**src/rtl/nap_session_ctrl_pkg.sv**
```systemverilog
// nap_pkg: shared types, constants and helpers for the nap session controller.
// Holds the FSM state encoding, the BCD time layout, the entry validity check
// and the elaboration-time seconds-to-BCD conversion.
package nap_pkg;

  typedef enum logic [2:0] {
    ST_IDLE   = 3'd0,
    ST_SETUP  = 3'd1,
    ST_SLEEP  = 3'd2,
    ST_ALARM  = 3'd3,
    ST_PAUSED = 3'd4
  } nap_state_t;

  // Packed so that hh10 lands in the top nibble: matches the HHMMSS bus layout.
  typedef struct packed {
    logic [3:0] hh10;
    logic [3:0] hh1;
    logic [3:0] mm10;
    logic [3:0] mm1;
    logic [3:0] ss10;
    logic [3:0] ss1;
  } bcd_time_t;

  // Default durations, slice 0 in the low bits: 00:20:00, 00:30:00, 01:30:00.
  localparam logic [71:0] DEFAULT_PRESETS = {24'h013000, 24'h003000, 24'h002000};

  // A confirmed entry must be a real, non-zero clock duration up to 23:59:59.
  function automatic logic time_valid(input bcd_time_t t);
    logic hh_ok;
    hh_ok = (t.hh10 < 4'd2) || ((t.hh10 == 4'd2) && (t.hh1 <= 4'd3));
    return hh_ok && (t.hh1 <= 4'd9) && (t.mm10 <= 4'd5) && (t.mm1 <= 4'd9) &&
           (t.ss10 <= 4'd5) && (t.ss1 <= 4'd9) && (t != '0);
  endfunction

  // Used only on parameters, so it folds to a constant at elaboration.
  function automatic logic [23:0] sec_to_bcd(input int unsigned s);
    int unsigned h, m, x;
    h = s / 3600;
    m = (s / 60) % 60;
    x = s % 60;
    return {4'(h / 10), 4'(h % 10), 4'(m / 10), 4'(m % 10), 4'(x / 10), 4'(x % 10)};
  endfunction

endpackage

```
**src/rtl/nap_session_ctrl_if.sv**
```systemverilog
// nap_session_ctrl_if: keypad/pulse inputs and display/driver outputs of the
// nap session controller. master = stimulus side, slave = controller side.
interface nap_session_ctrl_if #(
  parameter int NUM_PRESETS = 3
);
  localparam int IDX_W = (NUM_PRESETS > 1) ? $clog2(NUM_PRESETS) : 1;

  logic             key_valid;
  logic [3:0]       key_digit;
  logic             sharp;
  logic             cancel;
  logic             preset_load;
  logic [IDX_W-1:0] preset_idx;
  logic [23:0]      time_bcd;
  logic [2:0]       state;
  logic             mode_setup;
  logic             mode_sleep;
  logic             mode_alarm;
  logic             alarm_on;
  logic             entry_err;
  logic [3:0]       snooze_cnt;

  modport master (
    output key_valid, key_digit, sharp, cancel, preset_load, preset_idx,
    input  time_bcd, state, mode_setup, mode_sleep, mode_alarm, alarm_on,
           entry_err, snooze_cnt
  );

  modport slave (
    input  key_valid, key_digit, sharp, cancel, preset_load, preset_idx,
    output time_bcd, state, mode_setup, mode_sleep, mode_alarm, alarm_on,
           entry_err, snooze_cnt
  );
endinterface

```
**src/rtl/nap_session_ctrl_bcd_countdown.sv**
```systemverilog
// bcd_countdown: six-digit HHMMSS BCD register with parallel load and a
// one-second decrement. Load has priority over decrement. The caller must not
// decrement a zero value (is_zero is provided for that guard).
module bcd_countdown (
  input  logic        clock,
  input  logic        reset,
  input  logic        load,
  input  logic [23:0] load_val,
  input  logic        dec,
  output logic [23:0] q,
  output logic        is_zero
);
  logic [23:0] q_reg;
  logic [23:0] dec_val;
  logic [5:0]  borrow;

  assign borrow[0] = 1'b1;

  // Borrow ripples from ss1 upward; tens of minutes/seconds wrap to 5, others to 9.
  for (genvar gi = 0; gi < 6; gi++) begin : g_digit
    localparam logic [3:0] MAXD = ((gi == 1) || (gi == 3)) ? 4'd5 : 4'd9;
    logic [3:0] cur;
    assign cur = q_reg[gi*4 +: 4];
    assign dec_val[gi*4 +: 4] = !borrow[gi] ? cur :
                                (cur == 4'd0) ? MAXD : cur - 4'd1;
    if (gi < 5) begin : g_chain
      assign borrow[gi+1] = borrow[gi] && (cur == 4'd0);
    end
  end

  // Time register: load beats decrement.
  always_ff @(posedge clock) begin
    if (reset) begin
      q_reg <= '0;
    end else if (load) begin
      q_reg <= load_val;
    end else if (dec) begin
      q_reg <= dec_val;
    end
  end

  assign q       = q_reg;
  assign is_zero = (q_reg == 24'h0);
endmodule

```
**src/rtl/nap_session_ctrl.sv**
```systemverilog
// nap_session_ctrl: session FSM (IDLE/SETUP/SLEEP/ALARM), keypad/preset time
// entry, 1 Hz countdown from an internal prescaler, bounded snooze and alarm
// timeout. Define NAP_PAUSE_EN to let sharp pause/resume a running countdown.
module nap_session_ctrl
  import nap_pkg::*;
#(
  parameter int TICK_DIV          = 50000000,
  parameter int NUM_PRESETS       = 3,
  parameter logic [NUM_PRESETS*24-1:0] PRESETS = DEFAULT_PRESETS,
  parameter int SNOOZE_SEC        = 300,
  parameter int MAX_SNOOZE        = 3,
  parameter int ALARM_TIMEOUT_SEC = 60
) (
  input logic              clock,
  input logic              reset,
  nap_session_ctrl_if.slave bus
);
  localparam int IDX_W = (NUM_PRESETS > 1) ? $clog2(NUM_PRESETS) : 1;
  localparam int PW    = $clog2(TICK_DIV);
  localparam int TO_W  = (ALARM_TIMEOUT_SEC < 2) ? 1 : $clog2(ALARM_TIMEOUT_SEC + 1);
  localparam logic [PW-1:0]   PRESC_LAST = PW'(TICK_DIV - 1);
  localparam logic [TO_W-1:0] TO_LAST    = TO_W'(ALARM_TIMEOUT_SEC - 1);
  localparam logic [23:0]     SNOOZE_BCD = sec_to_bcd(SNOOZE_SEC);

  localparam logic [2:0] S_IDLE   = ST_IDLE;
  localparam logic [2:0] S_SETUP  = ST_SETUP;
  localparam logic [2:0] S_SLEEP  = ST_SLEEP;
  localparam logic [2:0] S_ALARM  = ST_ALARM;
`ifdef NAP_PAUSE_EN
  localparam logic [2:0] S_PAUSED = ST_PAUSED;
`endif

  logic [2:0]      state_reg, state_next;
  logic [PW-1:0]   presc_reg, presc_next;
  logic [3:0]      snooze_reg, snooze_next;
  logic [TO_W-1:0] tcnt_reg, tcnt_next;
  logic            alarm_reg, err_reg, err_next;
  logic            cd_load, cd_dec, cd_zero;
  logic [23:0]     cd_load_val, cd_q, preset_val, shifted;
  logic            tick, digit_ok;

  bcd_countdown u_countdown (
    .clock    (clock),
    .reset    (reset),
    .load     (cd_load),
    .load_val (cd_load_val),
    .dec      (cd_dec),
    .q        (cd_q),
    .is_zero  (cd_zero)
  );

  assign tick     = (presc_reg == PRESC_LAST);
  assign digit_ok = (bus.key_digit <= 4'd9);
  assign shifted  = {cd_q[19:0], bus.key_digit};

  // Preset select; out-of-range indices fall back to slice 0.
  always_comb begin
    preset_val = PRESETS[23:0];
    for (int i = 1; i < NUM_PRESETS; i++) begin
      if (bus.preset_idx == IDX_W'(i)) preset_val = PRESETS[i*24 +: 24];
    end
  end

  // Next-state logic: cancel first, then the per-state rules.
  always_comb begin
    state_next  = state_reg;
    presc_next  = presc_reg;
    snooze_next = snooze_reg;
    tcnt_next   = tcnt_reg;
    err_next    = 1'b0;
    cd_load     = 1'b0;
    cd_load_val = 24'h0;
    cd_dec      = 1'b0;
    if (bus.cancel) begin
      state_next  = S_IDLE;
      presc_next  = '0;
      snooze_next = '0;
      tcnt_next   = '0;
      cd_load     = 1'b1;
    end else begin
      case (state_reg)
        S_IDLE: begin
          // The waking event is also applied as a SETUP edit.
          if (bus.preset_load) begin
            state_next  = S_SETUP;
            cd_load     = 1'b1;
            cd_load_val = preset_val;
          end else if (bus.key_valid) begin
            state_next  = S_SETUP;
            cd_load     = digit_ok;
            cd_load_val = shifted;
          end
        end
        S_SETUP: begin
          if (bus.sharp) begin
            if (time_valid(bcd_time_t'(cd_q))) begin
              state_next  = S_SLEEP;
              presc_next  = '0;
              snooze_next = '0;
            end else begin
              cd_load  = 1'b1;
              err_next = 1'b1;
            end
          end else if (bus.preset_load) begin
            cd_load     = 1'b1;
            cd_load_val = preset_val;
          end else if (bus.key_valid && digit_ok) begin
            cd_load     = 1'b1;
            cd_load_val = shifted;
          end
        end
        S_SLEEP: begin
`ifdef NAP_PAUSE_EN
          if (bus.sharp) state_next = S_PAUSED;
          else
`endif
          if (tick) begin
            presc_next = '0;
            cd_dec     = !cd_zero;
            if (cd_q == 24'h000001) begin
              state_next = S_ALARM;
              tcnt_next  = '0;
            end
          end else begin
            presc_next = presc_reg + 1'b1;
          end
        end
        S_ALARM: begin
          if (bus.sharp) begin
            presc_next = '0;
            if (snooze_reg < 4'(MAX_SNOOZE)) begin
              state_next  = S_SLEEP;
              snooze_next = snooze_reg + 4'd1;
              cd_load     = 1'b1;
              cd_load_val = SNOOZE_BCD;
            end else begin
              state_next = S_IDLE;
            end
          end else if (tick) begin
            presc_next = '0;
            if (tcnt_reg == TO_LAST) begin
              state_next = S_IDLE;
              tcnt_next  = '0;
            end else begin
              tcnt_next = tcnt_reg + 1'b1;
            end
          end else begin
            presc_next = presc_reg + 1'b1;
          end
        end
`ifdef NAP_PAUSE_EN
        S_PAUSED: begin
          if (bus.sharp) state_next = S_SLEEP;
        end
`endif
        default: state_next = S_IDLE;
      endcase
    end
  end

  // State registers; alarm_on is registered from the next state.
  always_ff @(posedge clock) begin
    if (reset) begin
      state_reg  <= S_IDLE;
      presc_reg  <= '0;
      snooze_reg <= '0;
      tcnt_reg   <= '0;
      alarm_reg  <= 1'b0;
      err_reg    <= 1'b0;
    end else begin
      state_reg  <= state_next;
      presc_reg  <= presc_next;
      snooze_reg <= snooze_next;
      tcnt_reg   <= tcnt_next;
      alarm_reg  <= (state_next == S_ALARM);
      err_reg    <= err_next;
    end
  end

  assign bus.time_bcd   = cd_q;
  assign bus.state      = state_reg;
  assign bus.mode_setup = (state_reg == S_SETUP);
  assign bus.mode_sleep = (state_reg == S_SLEEP);
  assign bus.mode_alarm = (state_reg == S_ALARM);
  assign bus.alarm_on   = alarm_reg;
  assign bus.entry_err  = err_reg;
  assign bus.snooze_cnt = snooze_reg;
endmodule

```
**src/flat_wrapper.sv**
```systemverilog
// flat-port wrapper written by rule: the top's interface ports become plain ports
module nap_session_ctrl_flat import nap_pkg::*;
#(
  parameter int TICK_DIV          = 50000000,
  parameter int NUM_PRESETS       = 3,
  parameter logic [NUM_PRESETS*24-1:0] PRESETS = DEFAULT_PRESETS,
  parameter int SNOOZE_SEC        = 300,
  parameter int MAX_SNOOZE        = 3,
  parameter int ALARM_TIMEOUT_SEC = 60
)
  (clock, reset, bus_key_valid, bus_key_digit, bus_sharp, bus_cancel, bus_preset_load, bus_preset_idx, bus_time_bcd, bus_state, bus_mode_setup, bus_mode_sleep, bus_mode_alarm, bus_alarm_on, bus_entry_err, bus_snooze_cnt);
  nap_session_ctrl_if #(.NUM_PRESETS(NUM_PRESETS)) bus_i ();
  input logic clock;
  input logic reset;
  input wire logic [$bits(bus_i.key_valid)-1:0] bus_key_valid;
  input wire logic [$bits(bus_i.key_digit)-1:0] bus_key_digit;
  input wire logic [$bits(bus_i.sharp)-1:0] bus_sharp;
  input wire logic [$bits(bus_i.cancel)-1:0] bus_cancel;
  input wire logic [$bits(bus_i.preset_load)-1:0] bus_preset_load;
  input wire logic [$bits(bus_i.preset_idx)-1:0] bus_preset_idx;
  output wire logic [$bits(bus_i.time_bcd)-1:0] bus_time_bcd;
  output wire logic [$bits(bus_i.state)-1:0] bus_state;
  output wire logic [$bits(bus_i.mode_setup)-1:0] bus_mode_setup;
  output wire logic [$bits(bus_i.mode_sleep)-1:0] bus_mode_sleep;
  output wire logic [$bits(bus_i.mode_alarm)-1:0] bus_mode_alarm;
  output wire logic [$bits(bus_i.alarm_on)-1:0] bus_alarm_on;
  output wire logic [$bits(bus_i.entry_err)-1:0] bus_entry_err;
  output wire logic [$bits(bus_i.snooze_cnt)-1:0] bus_snooze_cnt;
  assign bus_i.key_valid = bus_key_valid;
  assign bus_i.key_digit = bus_key_digit;
  assign bus_i.sharp = bus_sharp;
  assign bus_i.cancel = bus_cancel;
  assign bus_i.preset_load = bus_preset_load;
  assign bus_i.preset_idx = bus_preset_idx;
  assign bus_time_bcd = bus_i.time_bcd;
  assign bus_state = bus_i.state;
  assign bus_mode_setup = bus_i.mode_setup;
  assign bus_mode_sleep = bus_i.mode_sleep;
  assign bus_mode_alarm = bus_i.mode_alarm;
  assign bus_alarm_on = bus_i.alarm_on;
  assign bus_entry_err = bus_i.entry_err;
  assign bus_snooze_cnt = bus_i.snooze_cnt;
  nap_session_ctrl #(.TICK_DIV(TICK_DIV), .NUM_PRESETS(NUM_PRESETS), .PRESETS(PRESETS), .SNOOZE_SEC(SNOOZE_SEC), .MAX_SNOOZE(MAX_SNOOZE), .ALARM_TIMEOUT_SEC(ALARM_TIMEOUT_SEC)) u_core (.clock(clock), .reset(reset), .bus(bus_i));
endmodule
```
**config.mk**
```make
export PLATFORM = sky130hd
export DESIGN_NAME = nap_session_ctrl_flat
export DESIGN_NICKNAME = d
export VERILOG_FILES = /design/src/rtl/nap_session_ctrl_pkg.sv /design/src/rtl/nap_session_ctrl_if.sv /design/src/rtl/nap_session_ctrl_bcd_countdown.sv /design/src/rtl/nap_session_ctrl.sv /design/src/flat_wrapper.sv
export SDC_FILE = /design/constraint.sdc
export NUM_CORES = 1
export LEC_CHECK = 0
export BUFFER_PORTS_ARGS = -buffer_cell sky130_fd_sc_hd__buf_4
export CAP_MARGIN = 30
export CORE_MARGIN = 2
export CORE_UTILIZATION = 55
export CTS_CLUSTER_DIAMETER = 30
export DETAILED_ROUTE_END_ITERATION = 10
export GPL_TIMING_DRIVEN = 0
export PLACE_DENSITY = 0.85
export REMOVE_ABC_BUFFERS = 1
export SLEW_MARGIN = 25
export SYNTH_ARGS = -nofsm -noshare
export SYNTH_HDL_FRONTEND = slang
export SYNTH_SLANG_ARGS = --single-unit
```
**constraint.sdc**
```tcl
create_clock -name clock -period 5.1 [get_ports clock]
set_input_delay 0.765 -clock clock [delete_from_list [all_inputs] [get_ports clock]]
set_output_delay 0.765 -clock clock [all_outputs]
set_load 0.01 [all_outputs]
```
# After elaboration in Yosys (flattened, before gate mapping)
# Cells that the tools add are included.
[word_totals]
inputBits = 12
elab_cells = 157
regBits = 65
[classes]
add_sub_neg = 9
magnitude_cmp = 9
reduce_logical = 42
mux = 65
eq_ne = 18
bitwise_logic = 2
[ops]
columns = ["cell", "count"]
rows = [
  ["$mux 24", 9],
  ["$mux 26", 4],
  ["$pmux 26 s3", 1],
  ["$pmux 24 s3", 1],
  ["$mux 4", 15],
  ["$mux 3", 10],
  ["$mux 6", 5],
  ["$add 26x1->26 const B", 1],
  ["$eq 26x26->1 const B", 1],
  ["$eq 24x1->1 const B", 1],
  ["$logic_not 24->1", 1],
  ["$logic_not 4->1", 6],
  ["$reduce_bool 24->1", 1],
  ["$sub 4x1->4 const B", 6],
  ["$mux 17", 1],
  ["$le 4x4->1 const B", 4],
  ["$reduce_bool 2->1", 8],
  ["$mux 13", 1],
  ["$logic_and 1x1->1", 12],
  ["$mux 1", 12],
  ["$pmux 3 s4", 1],
  ["$pmux 6 s2", 1],
  ["$mux 11", 1],
  ["$ne 2x1->1 const B", 5],
  ["25 further kinds", 37],
]

# Longest topological paths before layout
# Gate-level depths: netlist of run 1.
[depth]
ltp_word = 15
ltp_mapped = 11
ltp_nobuf = 8

# Hierarchy
# Synthesis of run 1 repeated with hierarchy kept, for this count alone.
[hier_totals]
cells_unflattened = 528
area_unflattened_um2 = 4018.9
[modules_own_cells]
columns = ["module", "instances", "seq_area_each_um2", "cells_per_inst", "area_each_um2"]
rows = [
  ["nap_session_ctrl", 1, 820.8, 357, 2616.3],
  ["bcd_countdown", 1, 480.5, 171, 1402.6],
]

# Worst setup path after synthesis of run 1
# No wires, ideal clock.
[synth_path]
kind = "input -> register"
from = "input port bus_key_digit[1]"
to = "register u_core.u_countdown.q_reg[21], in the netlist u_core.u_countdown.q[21]"
slack_ns = 2.728
setup_time_ns = 0.095
cell_stages = 6
arrival_time_ns = 2.277
n_path_buf = 1
path_cell_list = "o21ai_0 o21ai_0 a2111oi_4 buf_4 nand2_1 a221oi_1"
[synth_between]
elab_chain_len = 9
elab_cells_between_ends = 18
[synth_lines]
columns = ["element", "line_no", "source"]
rows = [
  ["start, declared", "flat_wrapper.sv:16", "input wire logic [$bits(bus_i.key_digit)-1:0] bus_key_digit;"],
  ["$le 4x4->1 (*)", "nap_session_ctrl.sv:53", "assign digit_ok = (bus.key_digit <= 4'd9);"],
  ["$logic_and 1x1->1", "nap_session_ctrl.sv:107", "end else if (bus.key_valid && digit_ok) begin"],
  ["$mux 1", "nap_session_ctrl.sv:107", ""],
  ["$mux 1", "nap_session_ctrl.sv:104", "end else if (bus.preset_load) begin"],
  ["$mux 1", "nap_session_ctrl.sv:95", "if (bus.sharp) begin"],
  ["$pmux 1 s3", "nap_session_ctrl.sv:81", "case (state_reg)"],
  ["$mux 1", "nap_session_ctrl.sv:74", "if (bus.cancel) begin"],
  ["$reduce_bool 2->1 (no source line)", "-", ""],
  ["$reduce_and 2->1 (no source line)", "-", ""],
  ["end signal, assigned", "nap_session_ctrl_bcd_countdown.sv:36", "q_reg <= load_val;"],
  ["end signal, assigned", "nap_session_ctrl_bcd_countdown.sv:38", "q_reg <= dec_val;"],
  ["end, declared", "nap_session_ctrl_bcd_countdown.sv:13", "logic [23:0] q_reg;"],
]
# Every way passes the cells marked *; elsewhere a longest branch is shown, timed or not.
# A chain may end at the register's enable or synchronous reset.

# Worst setup path after layout of run 1
[layout_path]
from = "input port bus_cancel"
to = "register u_core.presc_reg[7]"
[layout_between]
elab_chain_len = 1
[layout_lines]
columns = ["element", "line_no", "source"]
rows = [
  ["start, declared", "flat_wrapper.sv:18", "input wire logic [$bits(bus_i.cancel)-1:0] bus_cancel;"],
  ["$reduce_or 2->1 (no source line)", "-", ""],
  ["end signal, assigned", "nap_session_ctrl.sv:172", "presc_reg <= presc_next;"],
  ["end, declared", "nap_session_ctrl.sv:34", "logic [PW-1:0] presc_reg, presc_next;"],
]
# Every way passes these cells.

==> qor.txt, run 1 <==
worst slew pin tran -> 960 ps
WS Path Type -> input port to flop
full die area -> 8170 sq um
Filler Cell Count -> 622
# setup viols final -> 0
via count -> 4,340
First-pass DRT Iterations -> 7
worst path cell trace -> buf_4 -> inv_1 -> nand2_1 -> nor3_1 -> a21oi_2 -> nor4_1
sequential area share after synthesis -> 0.317
worst clock skew -> 10.4 ps
Reg2Reg Setup Slack -> 2130 ps
CP Launch Type -> input port
clock sink total -> 65
GP Congestion -> 0.912
status -> finished, final reports clean
# DRC -> 0
largest net degree at the start of global routing -> 33
PortBufs -> 47
standard-cell row count -> 31
Crit Reg-Reg Startpoint -> u_core.bus.state[2]
Mapped Area -> 4110 sq um
total grt overflow -> 0
Final Critical Period -> 3170 ps
asr flop ratio synth -> 0
critical-path maximum fanout -> 19
All-Layer GR Usage -> 0.281
Leak -> 1.56 nW
largest family of logic cells by synthesized area -> simple AND/OR/NAND/NOR gates
Max clock buf depth -> 2
max FFs per register -> 26
Post-Synth Simple-Gate Area -> 0.343
final core utilization -> 0.636
max-capacitance violation count -> 0
P per Cell Area -> 247 nW/um^2
Inserted Clock Buffers -> 9
FMAX -> 0.316 GHz
Worst EP required -> 5350 ps
worst vdd ir -> 143 uV
hold endpoint -> u_core.tcnt_reg[5]
commonest non-fill, non-tap cell in the layout -> dfxtp_1
CP arrival -> 3420 ps
routed wire length -> 11.5 mm
global-route wire length before repair -> 19.0 mm
effective utilization at floorplan -> 0.566
# resized after CTS -> 0
final hold violation count -> 0
fin nets -> 560
Die W -> 90.4 microns
hold wc startpoint -> u_core.tcnt_reg[5]
vias per std cell -> 6.70
core area -> 7250 sq um
Final WS setup -> 1930 ps
Post-synth EDFFs -> 0
# IOs -> 48
antenna diode instance count -> 0
r2r worst-path depth -> 8
Top FF cell, synth -> dfxtp_1
CP delay by family, top -> simple AND/OR/NAND/NOR gates
complex-gate fraction of the synthesized area -> 0.262
CTS HTree Levels -> 3
Slew headroom -> 0.360
clk slew on worst S/H paths -> 70 ps
hold-critical path depth -> 2
total setup buffers inserted after CTS -> 0
mux share of post-synthesis cell area -> 0.00274
Hold Path Class -> flop to flop
Wirelength per Cell -> 17.7 microns
Chip Height -> 90.4 microns
area share of fa/ha/maj cells after synthesis -> 0.0122
CTS Hold Buffers Added -> 0
Layout area overhead -> 12.3%
commonest cells after routing, fill and taps aside -> dfxtp_1, nand2_1, buf_4, nor2_1, a21oi_1
CP Capture Type -> flop
Tcrit/Tclk final -> 0.621
RSZ-0062 raised after global routing -> false
Root Driver -> clkbuf_8
synthesis-stage register bit count -> 65
setup TNS -> 0 ps
reg-to-reg endpoint -> u_core.u_countdown.q[3]
Ys Warns -> 0
DP Worst Slack -> 1580 ps
crit path buf inv count -> 2
Avg Inst Size Synth -> 7.91 sq um
TritonCTS clock tree -> done
initial DRC count -> 340
Cell variety after synth -> 74
ratio of cells with drive above 1 in the final layout -> 0.166
CP max-delay cell -> nor3_1
Final HPWL DP -> 7.95 mm
XOR/XNOR share of the synthesized area -> 0.00853
cell count after synthesis -> 519
Clk Latency, worst-skew pair -> 360 ps
vias in the first global route -> 4,021
number of nets with antenna violations after routing -> 0
Pins Over Slew Limit -> 0
CP peak stage delay -> 870 ps
initial antenna violation count -> 0
==> tightest hold or removal path, cell delays in order (launching register included) <==
cell,delay (ps)
dfxtp_1,310
inv_1,50
a21oi_1,50
==> synthesized netlist by cell type (5+ instances only) <==
cell	count	area [sq um]
inv_1	8	30.0
nor3_1	27	135
nor2_1	41	154
nor4_1	10	62.6
and3_1	15	93.8
nand3_1	32	160
dfxtp_1	65	1300
and2_1	6	37.5
nor4b_1	6	52.6
or3_1	10	62.6
nand4_1	14	87.6
a21oi_1	41	205
o41ai_1	5	43.8
buf_2	11	55.1
clkbuf_1	14	52.6
or4_1	7	52.6
a211oi_1	12	90.1
a31oi_1	9	56.3
o21ai_0	26	130
o31ai_1	14	105
nand2_1	48	180
==> cell type report <==
cell class                 count  area, sq um  share of cell area
clock buffer                  10          138              0.0299
clock inverter                 6         66.3              0.0144
inverter                      11         41.3             0.00896
multi-input combinational    410         2590               0.561
sequential                    65         1300               0.282
tap                           99          124              0.0269
timing repair buffer          47          353              0.0765
==> power breakdown <==
part | internal [mW] | leakage [nW] | switching (mW) | total (mW)
combinational | 0.0548 | 0.936 | 0.0932 | 0.148
sequential | 0.516 | 0.526 | 0.0233 | 0.539
clock | 0.239 | 0.0949 | 0.212 | 0.451
==> kinds of logic (layout without fill, tap and decap cells) <==
| logic type | Yosys count | after routing |
|---|---|---|
| simple gates | 249 | 249 |
| compound gates | 151 | 151 |
| flops | 65 | 65 |
| buf+inv | 44 | 74 |
| fa+ha+maj | 4 | 4 |
| xor+xnor | 4 | 4 |
| other cells | 1 | 1 |
| mux | 1 | 1 |
==> through the flow <==
stage               cells  total power [mW]  hold WS, ps  cell area (sq um)
floorplan             486             0.637          424               3930
global placement      632             0.690          434               4410
CTS                   648              1.14          449               4610
detailed placement    632             0.694          437               4410
global route          648              1.18          459               4610
finish                648              1.14          449               4610
==> layer usage <==
metal / up-vias / global-route usage / routed length (microns)
li1: 2044 / - / -
met1: 2048 / 0.369 / 4840
met2: 217 / 0.447 / 5390
met3: 31 / 0.0609 / 978
met4: 0 / 0.122 / 257
met5: - / 0 / 0
==> how the worst max path moves through the flow <==
stage / startpoint / to / cells past startpoint
after floorplan: bus_key_digit[1] / u_core.u_countdown.q[11] / 6
after CTS: bus_cancel / u_core.presc_reg[7] / 6
after global routing: bus_cancel / u_core.presc_reg[7] / 6
after detailed placement: bus_cancel / u_core.presc_reg[7] / 6
final: bus_cancel / u_core.presc_reg[7] / 6
after global placement: bus_cancel / u_core.presc_reg[7] / 6
No activity file was read; power rests on OpenSTA's default activity.
==> run 2, diff against run 1 <==
ABC_AREA = 1   (was not set)
PLACE_DENSITY = 0.84   (was 0.85)
clock period = 3 ns   (was 5.1 ns; I/O delays follow)
==> qor.txt, run 2 <==
number of nets with antenna violations after routing -> 0
Top FF cell, synth -> dfxtp_1
# resized after CTS -> 0
Slew headroom -> 0.434
First-pass DRT Iterations -> 6
# IOs -> 48
met2 wire len -> 6.26 mm
effective utilization at floorplan -> 0.562
worst clock skew -> 11.4 ps
Wirelength per Cell -> 14.0 microns
cell count after synthesis -> 753
Placed Cells -> 889
vias per std cell -> 5.52
P per Cell Area -> 393 nW/um^2
biggest area consumer among synthesized cells -> dfxtp_1
main area contributors after synthesis -> dfxtp_1, nand2_1, nor2_1
Hold WS -> 279 ps
hold endpoint -> u_core.u_countdown.q[1]
global-route wire length before repair -> 20.8 mm
total setup buffers inserted after CTS -> 0
Reg2Reg Setup Slack -> 570 ps
ratio of cells with drive above 1 in the final layout -> 0.151
Post-synth EDFFs -> 0
Root Driver -> clkbuf_8
Final Critical Period -> 2430 ps
WL met1 -> 5.38 mm
commonest cells after routing, fill and taps aside -> nand2_1, nor2_1, inv_1, dfxtp_1, nand3_1
Ys Warns -> 0
Power Internal -> 1.34 mW
total grt overflow -> 0
clk slew on worst S/H paths -> 80 ps
reg-to-reg endpoint -> u_core.u_countdown.q[10]
total net switching power -> 0.673 mW
Chip Height -> 95.2 microns
Cell variety after synth -> 43
WS Path Type -> flop to flop
Pins Over Slew Limit -> 0
Max clock buf depth -> 2
top-area cell type share of the netlist area -> 0.285
TritonCTS clock tree -> done
hold wc startpoint -> reset
initial DRC count -> 310
CTS Hold Buffers Added -> 0
Final WS setup -> 575 ps
Layout area overhead -> 12.2%
CP arrival -> 2680 ps
initial antenna violation count -> 0
Worst EP required -> 3260 ps
Comb power frac -> 0.179
PortBufs -> 47
critical-path maximum fanout -> 20
Inserted Clock Buffers -> 9
largest net degree at the start of global routing -> 24
antenna diode instance count -> 0
Die W -> 95.2 microns
Final HPWL DP -> 9.11 mm
DP Worst Slack -> 527 ps
Mapped Area -> 4570 sq um
max FFs per register -> 26
via count -> 4,999
CP Launch Type -> flop
Leak -> 2.29 nW
part of the power in registers -> 0.464
# setup viols final -> 0
max-capacitance violation count -> 0
full die area -> 9060 sq um
post-route non-filler standard cell count -> 905
hold-critical path depth -> 2
Top Metal Used -> met4
most common library cells after synthesis -> nand2_1, nor2_1, inv_1
top-count cell post-synth -> nand2_1
worst vdd ir -> 259 uV
final hold violation count -> 0
Hold Path Class -> input port to flop
r2r worst-path depth -> 12
worst slew pin tran -> 848 ps
standard-cell row count -> 33
total power -> 2.01 mW
sequential area share after synthesis -> 0.285
synthesis-stage register bit count -> 65
asr flop ratio synth -> 0
CP Capture Type -> flop
switch share -> 0.334
GP Congestion -> 0.973
routed wire length -> 12.7 mm
Avg Inst Size Synth -> 6.07 sq um
RSZ-0062 raised after global routing -> false
Crit Reg-Reg Startpoint -> u_core.u_countdown.q[23]
# DRC -> 0
All-Layer GR Usage -> 0.292
core area -> 8130 sq um
commonest non-fill, non-tap cell in the layout -> nand2_1
Tcrit/Tclk final -> 0.808
fin nets -> 811
Met3 Routed Length -> 786 microns
CTS HTree Levels -> 3
status -> finished, final reports clean
clock sink total -> 65
vias in the first global route -> 4,554
clock share of power -> 0.357
FMAX -> 0.412 GHz
Clk Latency, worst-skew pair -> 360 ps
==> run 2: changes by cell type in the layout (fill, tap and decap cells not counted), moves of 11 or more <==
cell,change
nand2_1,+149
nor2_1,+84
inv_1,+75
nand3_1,+31
nand4_1,+15
and3_1,-14
o21ai_0,+14
o31ai_1,-14
a211oi_1,-12
inv_2,+12
nor2_2,+11
nor3_1,-11
==> run 2: worst max-delay path: stages, from the launching register on <==
cell and delay, ps:
dfxtp_1 380, nor2_1 190, nand2_1 80, nor2_1 90, nand2_1 50, nor2_1 170
nand2_2 100, nand2_2 410, nand3_4 300, inv_2 210, nand2_2 120, o21ai_0 160
nor2_1 60
==> run 2: worst max-delay path by stage <==
| stage | startpoint | end |
|---|---|---|
| after CTS | u_core.u_countdown.q[23] | u_core.u_countdown.q[10] |
| after detailed placement | bus_cancel | u_core.presc_reg[0] |
| after global routing | u_core.u_countdown.q[23] | u_core.u_countdown.q[10] |
| after global placement | bus_cancel | u_core.presc_reg[0] |
| after floorplan | u_core.u_countdown.q[8] | u_core.u_countdown.q[10] |
| final | u_core.u_countdown.q[23] | u_core.u_countdown.q[10] |
==> run 2: layer usage <==
| layer | vias up | GRT usage |
|---|---|---|
| met5 | - | 0 |
| met4 | 0 | 0.115 |
| met3 | 23 | 0.0411 |
| met2 | 179 | 0.498 |
| met1 | 2284 | 0.371 |
| li1 | 2513 | - |
==> run 2: area by class of cell <==
cell class                 count  area, sq um
inverter                      98          369
timing repair buffer          47          353
clock inverter                 6         42.5
fill                         786         3010
clock buffer                  10          138
multi-input combinational    574         2790
tap                          105          131
sequential                    65         1300
==> run 2: kinds of logic (layout without fill, tap and decap cells) <==
logic type / after synthesis / in the layout / share of synthesized area
buffers and inverters: 114 / 161 / 0.105
XOR/XNOR: 4 / 4 / 0.00766
adder cells (fa/ha/maj): 4 / 4 / 0.0109
AND/OR/NAND/NOR: 467 / 467 / 0.464
flip-flops: 65 / 65 / 0.285
AO/OA/AOI/OAI: 98 / 98 / 0.126
other: 1 / 1 / 0.000820
==> run 2: power groups by stage <==
| stage | combinational, mW | sequential (mW) | clock, mW |
|---|---|---|---|
| 4_1_cts | 0.359 | 0.932 | 0.722 |
| 5_1_grt | 0.405 | 0.939 | 0.759 |
| 3_5_place_dp | 0.358 | 0.952 | 0 |
| 2_1_floorplan | 0.237 | 0.950 | 0 |
| 6_report | 0.361 | 0.935 | 0.718 |
| 3_3_place_gp | 0.346 | 0.952 | 0 |
==> run 2: metrics by stage <==
step	area [sq um]	setup TNS [ps]	util
2_1_floorplan	4460	0	-
3_3_place_gp	4940	-81.8	0.608
3_5_place_dp	4950	0	0.608
4_1_cts	5130	0	0.630
5_1_grt	5130	0	0.630
6_report	5130	0	0.630
